### src/rtl/rhd_spi_frame_engine_if.sv
// Signal bundle between the RHD SPI frame engine and its neighbours: the MOSI
// command selector, the RHD chip pins, and the downstream FIFO/packer.
interface rhd_spi_frame_engine_if;
  logic        run;
  logic [15:0] MOSI_cmd;
  logic        MISO;
  logic [5:0]  channel;
  logic        CS_b;
  logic        SCLK;
  logic        MOSI;
  logic [15:0] miso_word;
  logic        miso_valid;
  logic [5:0]  miso_channel;
  logic        frame_done;
  logic [31:0] timestamp;
  logic        busy;

  modport master (
    input  run,
    input  MOSI_cmd,
    input  MISO,
    output channel,
    output CS_b,
    output SCLK,
    output MOSI,
    output miso_word,
    output miso_valid,
    output miso_channel,
    output frame_done,
    output timestamp,
    output busy
  );

  modport slave (
    output run,
    output MOSI_cmd,
    output MISO,
    input  channel,
    input  CS_b,
    input  SCLK,
    input  MOSI,
    input  miso_word,
    input  miso_valid,
    input  miso_channel,
    input  frame_done,
    input  timestamp,
    input  busy
  );
endinterface

### src/rtl/rhd_spi_frame_engine.sv
// RHD SPI frame engine: sequences channels, shifts each 16-bit command out on
// CS_b/SCLK/MOSI over an 80-cycle slot and returns the captured MISO word.
module rhd_spi_frame_engine #(
  parameter int NUM_CHANNELS = 35,
  parameter int MISO_DELAY   = 0
) (
  input logic                    dataclk,
  input logic                    reset,
  rhd_spi_frame_engine_if.master bus
);

  typedef enum logic [1:0] {
    ST_IDLE   = 2'd0,
    ST_ACTIVE = 2'd1,
    ST_DRAIN  = 2'd2
  } state_t;

  localparam logic [6:0] SLOT_LAST  = 7'd79;
  localparam logic [5:0] CHAN_LAST  = 6'(NUM_CHANNELS - 1);
  localparam logic [6:0] SAMP_FIRST = 7'(8 + MISO_DELAY);
  localparam logic [6:0] SAMP_LAST  = 7'(68 + MISO_DELAY);

  state_t      state_r;
  state_t      state_s;
  logic [6:0]  slot_r;
  logic [6:0]  slot_s;
  logic [5:0]  channel_r;
  logic [5:0]  channel_s;

  logic [15:0] shift_r;
  logic [15:0] cap_r;
  logic [15:0] cap_s;
  logic        cs_b_r;
  logic        sclk_r;
  logic        mosi_r;
  logic [15:0] miso_word_r;
  logic        miso_valid_r;
  logic [5:0]  miso_channel_r;
  logic        frame_done_r;
  logic [31:0] timestamp_r;
  logic        busy_r;

  logic        slot_end_s;
  logic        slot_fire_s;
  logic        frame_fire_s;
  logic        sample_s;
  logic        active_s;
  logic        cs_b_s;
  logic        sclk_s;
  logic        mosi_s;
  logic [3:0]  bit_idx_s;

  // State, slot counter and channel index registers.
  always_ff @(posedge dataclk) begin
    if (reset) begin
      state_r   <= ST_IDLE;
      slot_r    <= 7'd0;
      channel_r <= 6'd0;
    end else begin
      state_r   <= state_s;
      slot_r    <= slot_s;
      channel_r <= channel_s;
    end
  end

  // Next-state logic; DRAIN lingers for the cycle that presents the last slot's result.
  always_comb begin
    state_s    = state_r;
    slot_s     = slot_r;
    channel_s  = channel_r;
    slot_end_s = (slot_r == SLOT_LAST);
    case (state_r)
      ST_IDLE: begin
        slot_s    = 7'd0;
        channel_s = 6'd0;
        if (bus.run) begin
          state_s = ST_ACTIVE;
        end else begin
          state_s = ST_IDLE;
        end
      end
      ST_ACTIVE, ST_DRAIN: begin
        if ((state_r == ST_DRAIN) && frame_done_r) begin
          state_s   = ST_IDLE;
          slot_s    = 7'd0;
          channel_s = 6'd0;
        end else begin
          if ((state_r == ST_ACTIVE) && !bus.run) begin
            state_s = ST_DRAIN;
          end else begin
            state_s = state_r;
          end
          if (slot_end_s) begin
            slot_s = 7'd0;
            if (channel_r == CHAN_LAST) begin
              channel_s = 6'd0;
            end else begin
              channel_s = channel_r + 6'd1;
            end
          end else begin
            slot_s = slot_r + 7'd1;
          end
        end
      end
      default: begin
        state_s   = ST_IDLE;
        slot_s    = 7'd0;
        channel_s = 6'd0;
      end
    endcase
  end

  // Slot events and MISO capture shift.
  always_comb begin
    slot_fire_s  = (state_r != ST_IDLE) && slot_end_s;
    frame_fire_s = slot_fire_s && (channel_r == CHAN_LAST);
    sample_s     = (state_r != ST_IDLE) &&
                   (slot_r >= SAMP_FIRST) && (slot_r <= SAMP_LAST) &&
                   (((slot_r - SAMP_FIRST) & 7'd3) == 7'd0);
    if (sample_s) begin
      cap_s = {cap_r[14:0], bus.MISO};
    end else begin
      cap_s = cap_r;
    end
  end

  // Pin values for the upcoming cycle, so the SPI pins come straight from flops.
  always_comb begin
    active_s  = (state_s != ST_IDLE);
    bit_idx_s = 4'd15 - 4'((slot_s - 7'd6) >> 2);
    if (active_s && (slot_s >= 7'd4) && (slot_s <= 7'd71)) begin
      cs_b_s = 1'b0;
    end else begin
      cs_b_s = 1'b1;
    end
    if (active_s && (slot_s >= 7'd8) && (slot_s <= 7'd69) && !slot_s[1]) begin
      sclk_s = 1'b1;
    end else begin
      sclk_s = 1'b0;
    end
    if (active_s && (slot_s >= 7'd6) && (slot_s <= 7'd69)) begin
      mosi_s = shift_r[bit_idx_s];
    end else begin
      mosi_s = 1'b0;
    end
  end

  // Datapath and output registers.
  always_ff @(posedge dataclk) begin
    if (reset) begin
      shift_r        <= 16'd0;
      cap_r          <= 16'd0;
      cs_b_r         <= 1'b1;
      sclk_r         <= 1'b0;
      mosi_r         <= 1'b0;
      miso_word_r    <= 16'd0;
      miso_valid_r   <= 1'b0;
      miso_channel_r <= 6'd0;
      frame_done_r   <= 1'b0;
      timestamp_r    <= 32'd0;
      busy_r         <= 1'b0;
    end else begin
      // The selector has had the whole s=0 cycle to settle on the new channel.
      if ((state_r != ST_IDLE) && (slot_r == 7'd1)) begin
        shift_r <= bus.MOSI_cmd;
      end else begin
        shift_r <= shift_r;
      end
      if (slot_fire_s || (state_r == ST_IDLE)) begin
        cap_r <= 16'd0;
      end else begin
        cap_r <= cap_s;
      end
      cs_b_r       <= cs_b_s;
      sclk_r       <= sclk_s;
      mosi_r       <= mosi_s;
      miso_valid_r <= slot_fire_s;
      frame_done_r <= frame_fire_s;
      busy_r       <= active_s;
      if (slot_fire_s) begin
        miso_word_r    <= cap_s;
        miso_channel_r <= channel_r;
      end else if (!active_s) begin
        miso_word_r    <= 16'd0;
        miso_channel_r <= 6'd0;
      end else begin
        miso_word_r    <= miso_word_r;
        miso_channel_r <= miso_channel_r;
      end
      if (frame_fire_s) begin
        timestamp_r <= timestamp_r + 32'd1;
      end else begin
        timestamp_r <= timestamp_r;
      end
    end
  end

  assign bus.channel      = channel_r;
  assign bus.CS_b         = cs_b_r;
  assign bus.SCLK         = sclk_r;
  assign bus.MOSI         = mosi_r;
  assign bus.miso_word    = miso_word_r;
  assign bus.miso_valid   = miso_valid_r;
  assign bus.miso_channel = miso_channel_r;
  assign bus.frame_done   = frame_done_r;
  assign bus.timestamp    = timestamp_r;
  assign bus.busy         = busy_r;

endmodule

### src/flat_wrapper.sv
// flat-port wrapper written by rule: the top's interface ports become plain ports
module rhd_spi_frame_engine_flat 
#(
  parameter int NUM_CHANNELS = 35,
  parameter int MISO_DELAY   = 0
)
  (dataclk, reset, bus_run, bus_MOSI_cmd, bus_MISO, bus_channel, bus_CS_b, bus_SCLK, bus_MOSI, bus_miso_word, bus_miso_valid, bus_miso_channel, bus_frame_done, bus_timestamp, bus_busy);
  rhd_spi_frame_engine_if bus_i ();
  input logic dataclk;
  input logic reset;
  input wire logic [$bits(bus_i.run)-1:0] bus_run;
  input wire logic [$bits(bus_i.MOSI_cmd)-1:0] bus_MOSI_cmd;
  input wire logic [$bits(bus_i.MISO)-1:0] bus_MISO;
  output wire logic [$bits(bus_i.channel)-1:0] bus_channel;
  output wire logic [$bits(bus_i.CS_b)-1:0] bus_CS_b;
  output wire logic [$bits(bus_i.SCLK)-1:0] bus_SCLK;
  output wire logic [$bits(bus_i.MOSI)-1:0] bus_MOSI;
  output wire logic [$bits(bus_i.miso_word)-1:0] bus_miso_word;
  output wire logic [$bits(bus_i.miso_valid)-1:0] bus_miso_valid;
  output wire logic [$bits(bus_i.miso_channel)-1:0] bus_miso_channel;
  output wire logic [$bits(bus_i.frame_done)-1:0] bus_frame_done;
  output wire logic [$bits(bus_i.timestamp)-1:0] bus_timestamp;
  output wire logic [$bits(bus_i.busy)-1:0] bus_busy;
  assign bus_i.run = bus_run;
  assign bus_i.MOSI_cmd = bus_MOSI_cmd;
  assign bus_i.MISO = bus_MISO;
  assign bus_channel = bus_i.channel;
  assign bus_CS_b = bus_i.CS_b;
  assign bus_SCLK = bus_i.SCLK;
  assign bus_MOSI = bus_i.MOSI;
  assign bus_miso_word = bus_i.miso_word;
  assign bus_miso_valid = bus_i.miso_valid;
  assign bus_miso_channel = bus_i.miso_channel;
  assign bus_frame_done = bus_i.frame_done;
  assign bus_timestamp = bus_i.timestamp;
  assign bus_busy = bus_i.busy;
  rhd_spi_frame_engine #(.NUM_CHANNELS(NUM_CHANNELS), .MISO_DELAY(MISO_DELAY)) u_core (.dataclk(dataclk), .reset(reset), .bus(bus_i));
endmodule
### config.mk
export PLATFORM = sky130hd
export DESIGN_NAME = rhd_spi_frame_engine_flat
export DESIGN_NICKNAME = d
export VERILOG_FILES = /design/src/rtl/rhd_spi_frame_engine_if.sv /design/src/rtl/rhd_spi_frame_engine.sv /design/src/flat_wrapper.sv
export SDC_FILE = /design/constraint.sdc
export NUM_CORES = 1
export LEC_CHECK = 0
export ABC_CLOCK_PERIOD_IN_PS = 3700
export BUFFER_PORTS_ARGS = -buffer_cell sky130_fd_sc_hd__buf_4
export CAP_MARGIN = 25
export CORE_MARGIN = 2
export CORE_UTILIZATION = 57
export CTS_BUF_LIST = sky130_fd_sc_hd__clkbuf_4
export DETAILED_ROUTE_END_ITERATION = 16
export GPL_TIMING_DRIVEN = 1
export PLACE_DENSITY = 0.82
export SLEW_MARGIN = 20
export SYNTH_ARGS = -nofsm -noshare
export SYNTH_HDL_FRONTEND = slang
export SYNTH_SLANG_ARGS = --single-unit
### constraint.sdc
create_clock -name dataclk -period 3.7 [get_ports dataclk]
set_clock_uncertainty 0.15 [all_clocks]
set_input_delay 0.185 -clock dataclk [delete_from_list [all_inputs] [get_ports dataclk]]
set_output_delay 0.185 -clock dataclk [all_outputs]
set_load 0.03 [all_outputs]
Word-level counts from Yosys, hierarchy flattened. Cells that the tools add are included.

Register bits: 107.

$add $sub $neg: 6. Bitwise operators: 2. Equal/unequal tests: 6. Reductions and logical operators: 26. Muxes and demuxes: 17. Magnitude comparators: 8.

Operator list (number): $mux W16 (3); $add A32 B1 Y32 const B (1); $le A7 B7 Y1 const B (3); $mux W7 (3); $mux W6 (3); $logic_and A1 B1 Y1 (15); $ge A7 B3 Y1 const B (2); $ge A7 B4 Y1 const B (2); $add A7 B1 Y7 const B (1); $eq A7 B1 Y1 const B (1); $eq A7 B7 Y1 const B (1); $logic_not A7 Y1 (1); $add A6 B1 Y6 const B (1); $eq A6 B6 Y1 const B (1); $reduce_or A2 Y1 (3); $sub A6 B3 Y6 const B (1); $lt A4 B5 Y1 const B (1); $bmux W1 S4 (1); $mux W1 (4); $mux W2 (2); $pmux W2 S2 (1); $reduce_bool A2 Y1 (2); $sub A4 B4 Y4 const A (1); $reduce_or A3 Y1 (1); 8 further kinds (10).

Logic depth before layout (Yosys ltp). Gate-level depths: netlist of the first run.

Depth in word-level cells: 10. Mapped depth: 12.

Worst setup path before layout of the first run. No wires, ideal clock.

Path type: register -> register. From: register u_core.state_r[0]. To: register u_core.mosi_r (netlist: u_core.bus.MOSI). Path slack: 878 ps. Arrival: 2547 ps. Buffers on the path: 1. Stages on the path, launching flop included: 10. Library setup time: 125 ps. Period minus slack after synthesis: 2822 ps. Path through: dfxtp_1 inv_1 ha_1 a21boi_0 nand2_1 ha_1 buf_1 mux4_2 a211oi_1 a211oi_1.

Longest elaborated chain between the ends: 10. Elaborated cells on any way between the ends: 22.

Ends and longest elaborated chain: start, declared (RTL line rhd_spi_frame_engine.sv:23) `state_t state_r;`; start signal, assigned (RTL line rhd_spi_frame_engine.sv:60) `state_r <= state_s;`; branches (longest 10 deep; another with $sub A6 B3 Y6); end signal, assigned (RTL line rhd_spi_frame_engine.sv:176) `mosi_r <= mosi_s;`; end, declared (RTL line rhd_spi_frame_engine.sv:35) `logic mosi_r;`.

Several ways; the timed one is not identified. The select of a mux whose other input is x is not followed. A chain may end at the register's enable or synchronous reset.

Worst setup path in the final report of the first run.
From: register u_core.state_r[0]. To: register u_core.mosi_r (netlist: u_core.bus.MOSI).

Elaborated cells on any way between the ends: 22.

RTL lines: $eq A2 B2 Y1 (RTL line rhd_spi_frame_engine.sv:72, rhd_spi_frame_engine.sv:83); $logic_and A1 B1 Y1 (RTL line rhd_spi_frame_engine.sv:83) `if ((state_r == ST_DRAIN) && frame_done_r) begin`; $mux W7 (RTL line rhd_spi_frame_engine.sv:83); $mux W7 * (RTL line rhd_spi_frame_engine.sv:72) `case (state_r)`; named net u_core.slot_s[1] (RTL line rhd_spi_frame_engine.sv:26) `logic [6:0] slot_s;`; branches (longest 5 deep; another with $sub A6 B3 Y6).

Mark *: on every way through the listed nets, which the timed path passes. The select of a mux whose other input is x is not followed.

==> summary.md, run 1 <==
| Metric | Value |
|---|---|
| Status | finished, final reports clean |
| Bufs on Longest Clock Path | 2 |
| Share of cells above drive strength 1 | 0.2073 |
| Synth top area cells | dfxtp_1, mux2i_1, nor2_1 |
| Critical Path Start Type | flip-flop |
| Min Tclk post-route | 3069 ps |
| Leak | roughly 2.4 nW |
| # diodes | 0 |
| Register-to-register setup slack | 630 ps |
| Primary FF master, synth | dfxtp_1 |
| CP Max Fanout | 5 |
| GRT Residual Overflow | 0 |
| CTS sink count | 107 |
| Clk pin slew, worst setup/hold paths | 170 ps |
| Top delay family on crit path | compound AO/OA/AOI/OAI gates |
| HPWL Detailed | 6738 um |
| CP peak stage delay | 410 ps |
| Worst Hold End | u_core.bus.timestamp[4] |
| Crit Reg-Reg Endpoint | u_core.bus.MOSI |
| Area growth, synth to finish | 22.61% |
| Synth warnings | 0 |
| Top-area cell type share of the netlist area | 0.4738 |
| Post-synth EDFFs | 0 |
| Vias in the first global route | 3560 |
| CTS tree | done |
| Initial antenna violation count | 0 |
| Avg WL per Cell | between 10 and 15 um |
| Fin worst setup slack | 630.9 ps |
| Commonest cells in the netlist | dfxtp_1, nor2_1, nand2_1 |
| Final setup viols | 0 |
| CTS Root Buffer Type | clkbuf_4 |
| Number of I/O port buffers | 85 |
| Antenna-violating nets left | 0 |
| Min-Delay Path Class | in2reg |
| Share of synthesized registers carrying an async set or reset | 0 |
| I/O pin count | 86 |
| Hold Crit Start | reset |
| Final TNS setup | 0 ps |
| Die Height | 93.06 um |
| Cells after Synth | between 400 and 500 |
| Place WS | 688.7 ps |
| Post-synthesis area per instance | 9.457 sq um |
| Post-Place Cell Area | around 0.0052 sq mm |
| Drt first pass iters | 5 |
| Post-layout util | 0.7210 |
| CTS H-tree lvls | 3 |
| Starting Density | 0.5881 |
| CP Capture Type | flip-flop |
| RSZ-0062 raised after global routing | false |
| Cell taking the most area after synthesis | dfxtp_1 |
| RR Startpoint | u_core.state_r[0] |
| Core area | 0.007687 sq mm |
| Unique masters post-synth | 55 |
| Achievable Freq | about 330 MHz |
| DRC viols | 0 |
| WS Path Type | reg2reg |
| Routed WL | between 9000 and 10000 um |
| Pins Over Slew Limit | 0 |
| DR vias | 3616 |
| Syn nets | 510 |
| CTS Buf Count | 9 |
| Vias/cell | 5.310 |
| Total power | ~1.9 mW |
| Die X | 93.06 um |
| Peak VDD IR | 0.0001986 V |
| Fillcell total | 589 |
| Worst slew pin tran | approximately 930 ps |
| R2r worst-path depth | 12 |
| FP Rows | 32 |
| CP most frequent cell | inv_1 |
| Endpoints failing hold | 0 |
| Hold depth | 2 |
| Mapped cell area | 0.004521 sq mm |
| Most instantiated library cell after synthesis | dfxtp_1 |
| Pwr Density | 335.2 mW/mm^2 |
| Critical Path AT | 3280 ps |
| Critical Path RT | 3910 ps |
| Worst relative slew slack | 0.3763 |
| Fin area | about 0.0055 sq mm |
| #FFs+latches synth | 107 |
| Clk_lat worst skew | approximately 460 ps |
| Worst Path Buf+Inv | 3 |
| Layout net count | between 600 and 700 |
| Pin count of the biggest net entering global routing | 59 |
| Global Route Usage Sum | 0.2294 |
| RePlAce Congestion | 0.8903 |
| Worst path cell trace | inv_1 -> ha_1 -> a21boi_0 -> nand2_1 -> inv_1 -> ha_1 -> inv_1 -> a21o_1 -> and2_4 -> mux4_2 -> a211oi_1 -> a211oi_1 |
| Post-synthesis sequential area ratio | 0.4738 |
| Die Area | 0.008659 sq mm |
| Max stage delay cell, worst path | dfxtp_1 |
| CTS resizes | 0 |
| Fin crit share | 0.8295 |
| Maxcap violations | 0 |
| Starting DRT DRC Count | about 150 |
| First-pass GRT wire length | 15830 um |
==> timing repair <==
action,CTS,global route
buffers inserted,0,0
hold buffers,18,0
hold endpoints to repair,20,0
==> placed cells by master (no fill, tap or decap), types with 12 or more instances in the layout <==
| cell | n |
|---|---|
| ha_1 | 12 |
| o21ai_0 | 20 |
| xor2_1 | 33 |
| nand3_1 | 14 |
| nor2_1 | 79 |
| dfxtp_1 | 107 |
| dlygate4sd3_1 | 18 |
| nand2_1 | 45 |
| mux2i_1 | 36 |
| buf_4 | 87 |
==> state kept, by name (all words and copies together) (netlist names) <==
name and count:
u_core.shift_r 16, u_core.bus.frame_done 1, u_core.bus.channel 6, u_core.cap_r 16, u_core.bus.CS_b 1, u_core.bus.MOSI 1
u_core.bus.miso_valid 1, u_core.bus.SCLK 1, u_core.bus.miso_word 16, u_core.state_r 2, u_core.bus.miso_channel 6, u_core.slot_r 7
u_core.bus.busy 1, u_core.bus.timestamp 32
==> cell type report <==
class,count,area [sq um],area share
repair buffers,105,833.3,0.1503
clock inverters,7,82.58,0.01490
well taps,102,127.6,0.02302
clock buffers,9,67.56,0.01219
multi-input cells,341,2252,0.4063
flip-flops and latches,107,2142,0.3865
inverters,10,37.54,0.006772
==> where the power goes <==
group          leakage (nW)  switching [mW]  internal [mW]
clock network        0.0815           0.393          0.217
registers             0.862         0.00391           1.16
logic                  1.45          0.0452         0.0409
total                  2.39           0.442           1.42
==> stage by stage <==
stage               hold WS, ps  cells
global placement          264.1    647
CTS                       15.64    681
detailed placement        277.7    647
floorplan                 178.9    478
finish                    54.32    681
global route              44.49    681
==> worst reg2reg max path, delay by kind of cell, from the launching register on <==
family / cells / cell delay [ps]
and+or+nand+nor: 2 / 360
adders and majority gates: 2 / 560
DFF: 1 / 410
muxes: 1 / 280
AOI/OAI and AO/OA: 4 / 920
buffers and inverters: 3 / 310
==> layer usage <==
metal  track usage  vias up  share of wire
li1              -     1828              -
met4        0.1017        0          0.022
met2        0.3998       88           0.50
met1        0.2709     1681           0.43
met5             0        -              0
met3       0.04996       19          0.047
==> logic make-up (layout without fill, tap and decap cells) <==
logic type                 after synthesis  count (layout)  synth area share
AOI/OAI and AO/OA                       52              52           0.07750
muxes                                   41              41           0.09964
DFF                                    107             107            0.4738
xor gates and xnor gates                41              41           0.07944
and+or+nand+nor                        195             195            0.2073
adders and majority gates               12              12           0.03321
buffers and inverters                   30             131           0.02906
==> how the worst max path moves through the flow <==
stage                      endpoint         startpoint  slack [ps]  cells past startpoint
global route        u_core.bus.MOSI  u_core.state_r[0]         380                     12
floorplan           u_core.bus.MOSI  u_core.state_r[0]         880                      9
CTS                 u_core.bus.MOSI  u_core.state_r[0]         660                     12
detailed placement  u_core.bus.MOSI  u_core.state_r[0]         690                     12
finish              u_core.bus.MOSI  u_core.state_r[0]         630                     12
global placement    u_core.bus.MOSI  u_core.state_r[0]         880                      8
(Power assumes the default switching activity.)
==> run 2: changes to the inputs <==
Settings changed: ABC_CLOCK_PERIOD_IN_PS 3700 to 3000.
Clock period 3.7 ns to 3 ns, I/O delays scaled along.
==> run 2 against run 1 <==
  * Non-clock buffer count is 14 higher
  * Design area is 1.8% higher
  * Worst setup slack lost 420 ps
  * Largest power group unchanged
  * Sequential power is 23% higher
  * Highest routed layer unchanged
  * Maximum frequency is 10% higher
  * First-iteration DRC count is 33% higher
  * Count of clock-buffer cells in the layout up 1
  * Sequential share of layout area is 0.68 points lower
  * Critical endpoint unchanged
==> summary.md, run 2 (synthesized netlist as in run 1, its figures left out) <==
| Metric | Value |
|---|---|
| Hold Slack | 312.0 ps |
| Post-layout util | 0.7339 |
| Combinational Power Share | 0.052 |
| Fin worst setup slack | 214.5 ps |
| Critical Path AT | 3000 ps |
| Avg WL per Cell | 14.54 um |
| Critical Path Start Type | flip-flop |
| P_sw | 536.2 uW |
| Max reg flops | 32 |
| Bufs on Longest Clock Path | 2 |
| Final setup viols | 0 |
| Vias/cell | 5.419 |
| RSZ-0062 raised after global routing | false |
| Min Tclk post-route | 2785 ps |
| Critical Path RT | 3210 ps |
| Achievable Freq | roughly 360 MHz |
| Most frequent cells in the layout | dfxtp_1, buf_4, nor2_1, nand2_1, mux2i_1 |
| Non-Filler Instances | 695 |
| Die Area | ~0.0087 sq mm |
| Worst relative slew slack | 0.6564 |
| Share of cells above drive strength 1 | 0.2091 |
| CTS Buf Count | 9 |
| Antenna-violating nets left | 0 |
| Setup bufs post-CTS | 0 |
| RePlAce Congestion | 0.9028 |
| CTS sink count | 107 |
| WS Path Type | reg2reg |
| Clock share of power | 0.297 |
| Net Sw Frac | 0.2438 |
| # diodes | 0 |
| Maxcap violations | 0 |
| Clk pin slew, worst setup/hold paths | 160 ps |
| Routed WL | 10100 um |
| Place WS | between 150 and 200 ps |
| Leak | 2.458 nW |
| Pins Over Slew Limit | 0 |
| Core area | 0.007687 sq mm |
| DRC viols | 0 |
| Die X | about 93 um |
| Min-Delay Path Class | in2reg |
| Layout net count | 620 |
| Starting Density | 0.5881 |
| Drt first pass iters | 4 |
| Starting DRT DRC Count | between 150 and 200 |
| Register-to-register setup slack | 210 ps |
| GRT Residual Overflow | 0 |
| I/O pin count | 86 |
| CP Max Fanout | 6 |
| CP Capture Type | flip-flop |
| CTS tree | done |
| Worst slew pin tran | a little over 500 ps |
| Post-Place Cells | around 650 |
| HPWL Detailed | just under 7000 um |
| Initial antenna violation count | 0 |
| Pwr Density | 389.9 mW/mm^2 |
| FP Rows | 32 |
| Area growth, synth to finish | 24.80% |
| Global Route Usage Sum | 0.2444 |
| Endpoints failing hold | 0 |
| Final TNS setup | 0 ps |
| Internal power | between 1.5 and 2 mW |
| Peak VDD IR | 0.0002283 V |
| Pin count of the biggest net entering global routing | 43 |
| DR vias | 3766 |
| Vias in the first global route | 3804 |
| Number of I/O port buffers | 85 |
| First-pass GRT wire length | 17170 um |
| Fin crit share | 0.9285 |
| Most common cell after layout, fill and taps aside | dfxtp_1 |
| Die Height | slightly above 90 um |
| CTS Root Buffer Type | clkbuf_4 |
| Status | finished, final reports clean |
| Clk_lat worst skew | 460 ps |
| Sequential Power Share | 0.651 |
| CTS H-tree lvls | 3 |
-- run 2: changes by cell type in the layout (fill, tap and decap cells not counted), sizes merged --
cell         before  now
clkinvlp          0    2
clkbuf            9   10
dlygate4sd3      18   28
inv              13   11
buf              87   91
bufinv            1    0
-- run 2: final cells by class --
type / count / area, sq um
Clock buffer: 10 / 75.07
Clock inverter: 6 / 41.29
Fill cell: 550 / 2046
Inverter: 10 / 37.54
Multi-Input combinational cell: 341 / 2255
Sequential cell: 107 / 2142
Tap cell: 102 / 127.6
Timing Repair Buffer: 119 / 963.4
-- run 2: final timing paths --
check / endpoint / from / depth (start not counted)
max reg2reg: u_core.bus.MOSI / u_core.state_r[0] / 9
min reg2reg: u_core.bus.miso_word[13] / u_core.bus.miso_word[13] / 2
max: u_core.bus.MOSI / u_core.state_r[0] / 9
min: u_core.shift_r[3] / bus_MOSI_cmd[3] / 4
-- run 2: per-stage QoR --
step | area [sq um] | total power [mW]
floorplan | 4521 | 1.514
global route | 5642 | 2.267
global placement | 5243 | 1.549
detailed placement | 5243 | 1.552
finish | 5642 | 2.200
CTS | 5639 | 2.203
-- run 2: power groups by stage --
stage                     sequential, mW  clock [mW]  combinational [mW]
after floorplan                     1.46           0              0.0507
after global placement              1.46           0              0.0865
after detailed placement            1.46           0              0.0891
after CTS                           1.43       0.660               0.111
after global routing                1.43       0.711               0.122
final                               1.43       0.653               0.114
-- run 2: layer usage --
layer / routed length [um] / vias to the layer above / part of all wire / global-route usage
li1: - / 1852 / - / -
met1: 4318 / 1779 / 0.43 / 0.2873
met2: 5039 / 114 / 0.50 / 0.4366
met3: 528 / 21 / 0.052 / 0.05479
met4: 216 / 0 / 0.021 / 0.08824
met5: 0 / - / 0 / 0
-- run 2: repair_timing --
item | CTS | global route
gates resized for setup | 0 | 1
endpoints found under the setup margin | 0 | 4
hold buffers | 28 | 0
endpoints found under the hold margin | 22 | 0
-- run 2: worst max-delay path, stage by stage, from the launching register on --
cell and delay, ps:
dfxtp_1 410, inv_1 100, ha_1 290, a21boi_0 170, buf_4 150, nand2_1 110, ha_1 470, mux4_2 530
a211oi_1 240, a211oi_1 80
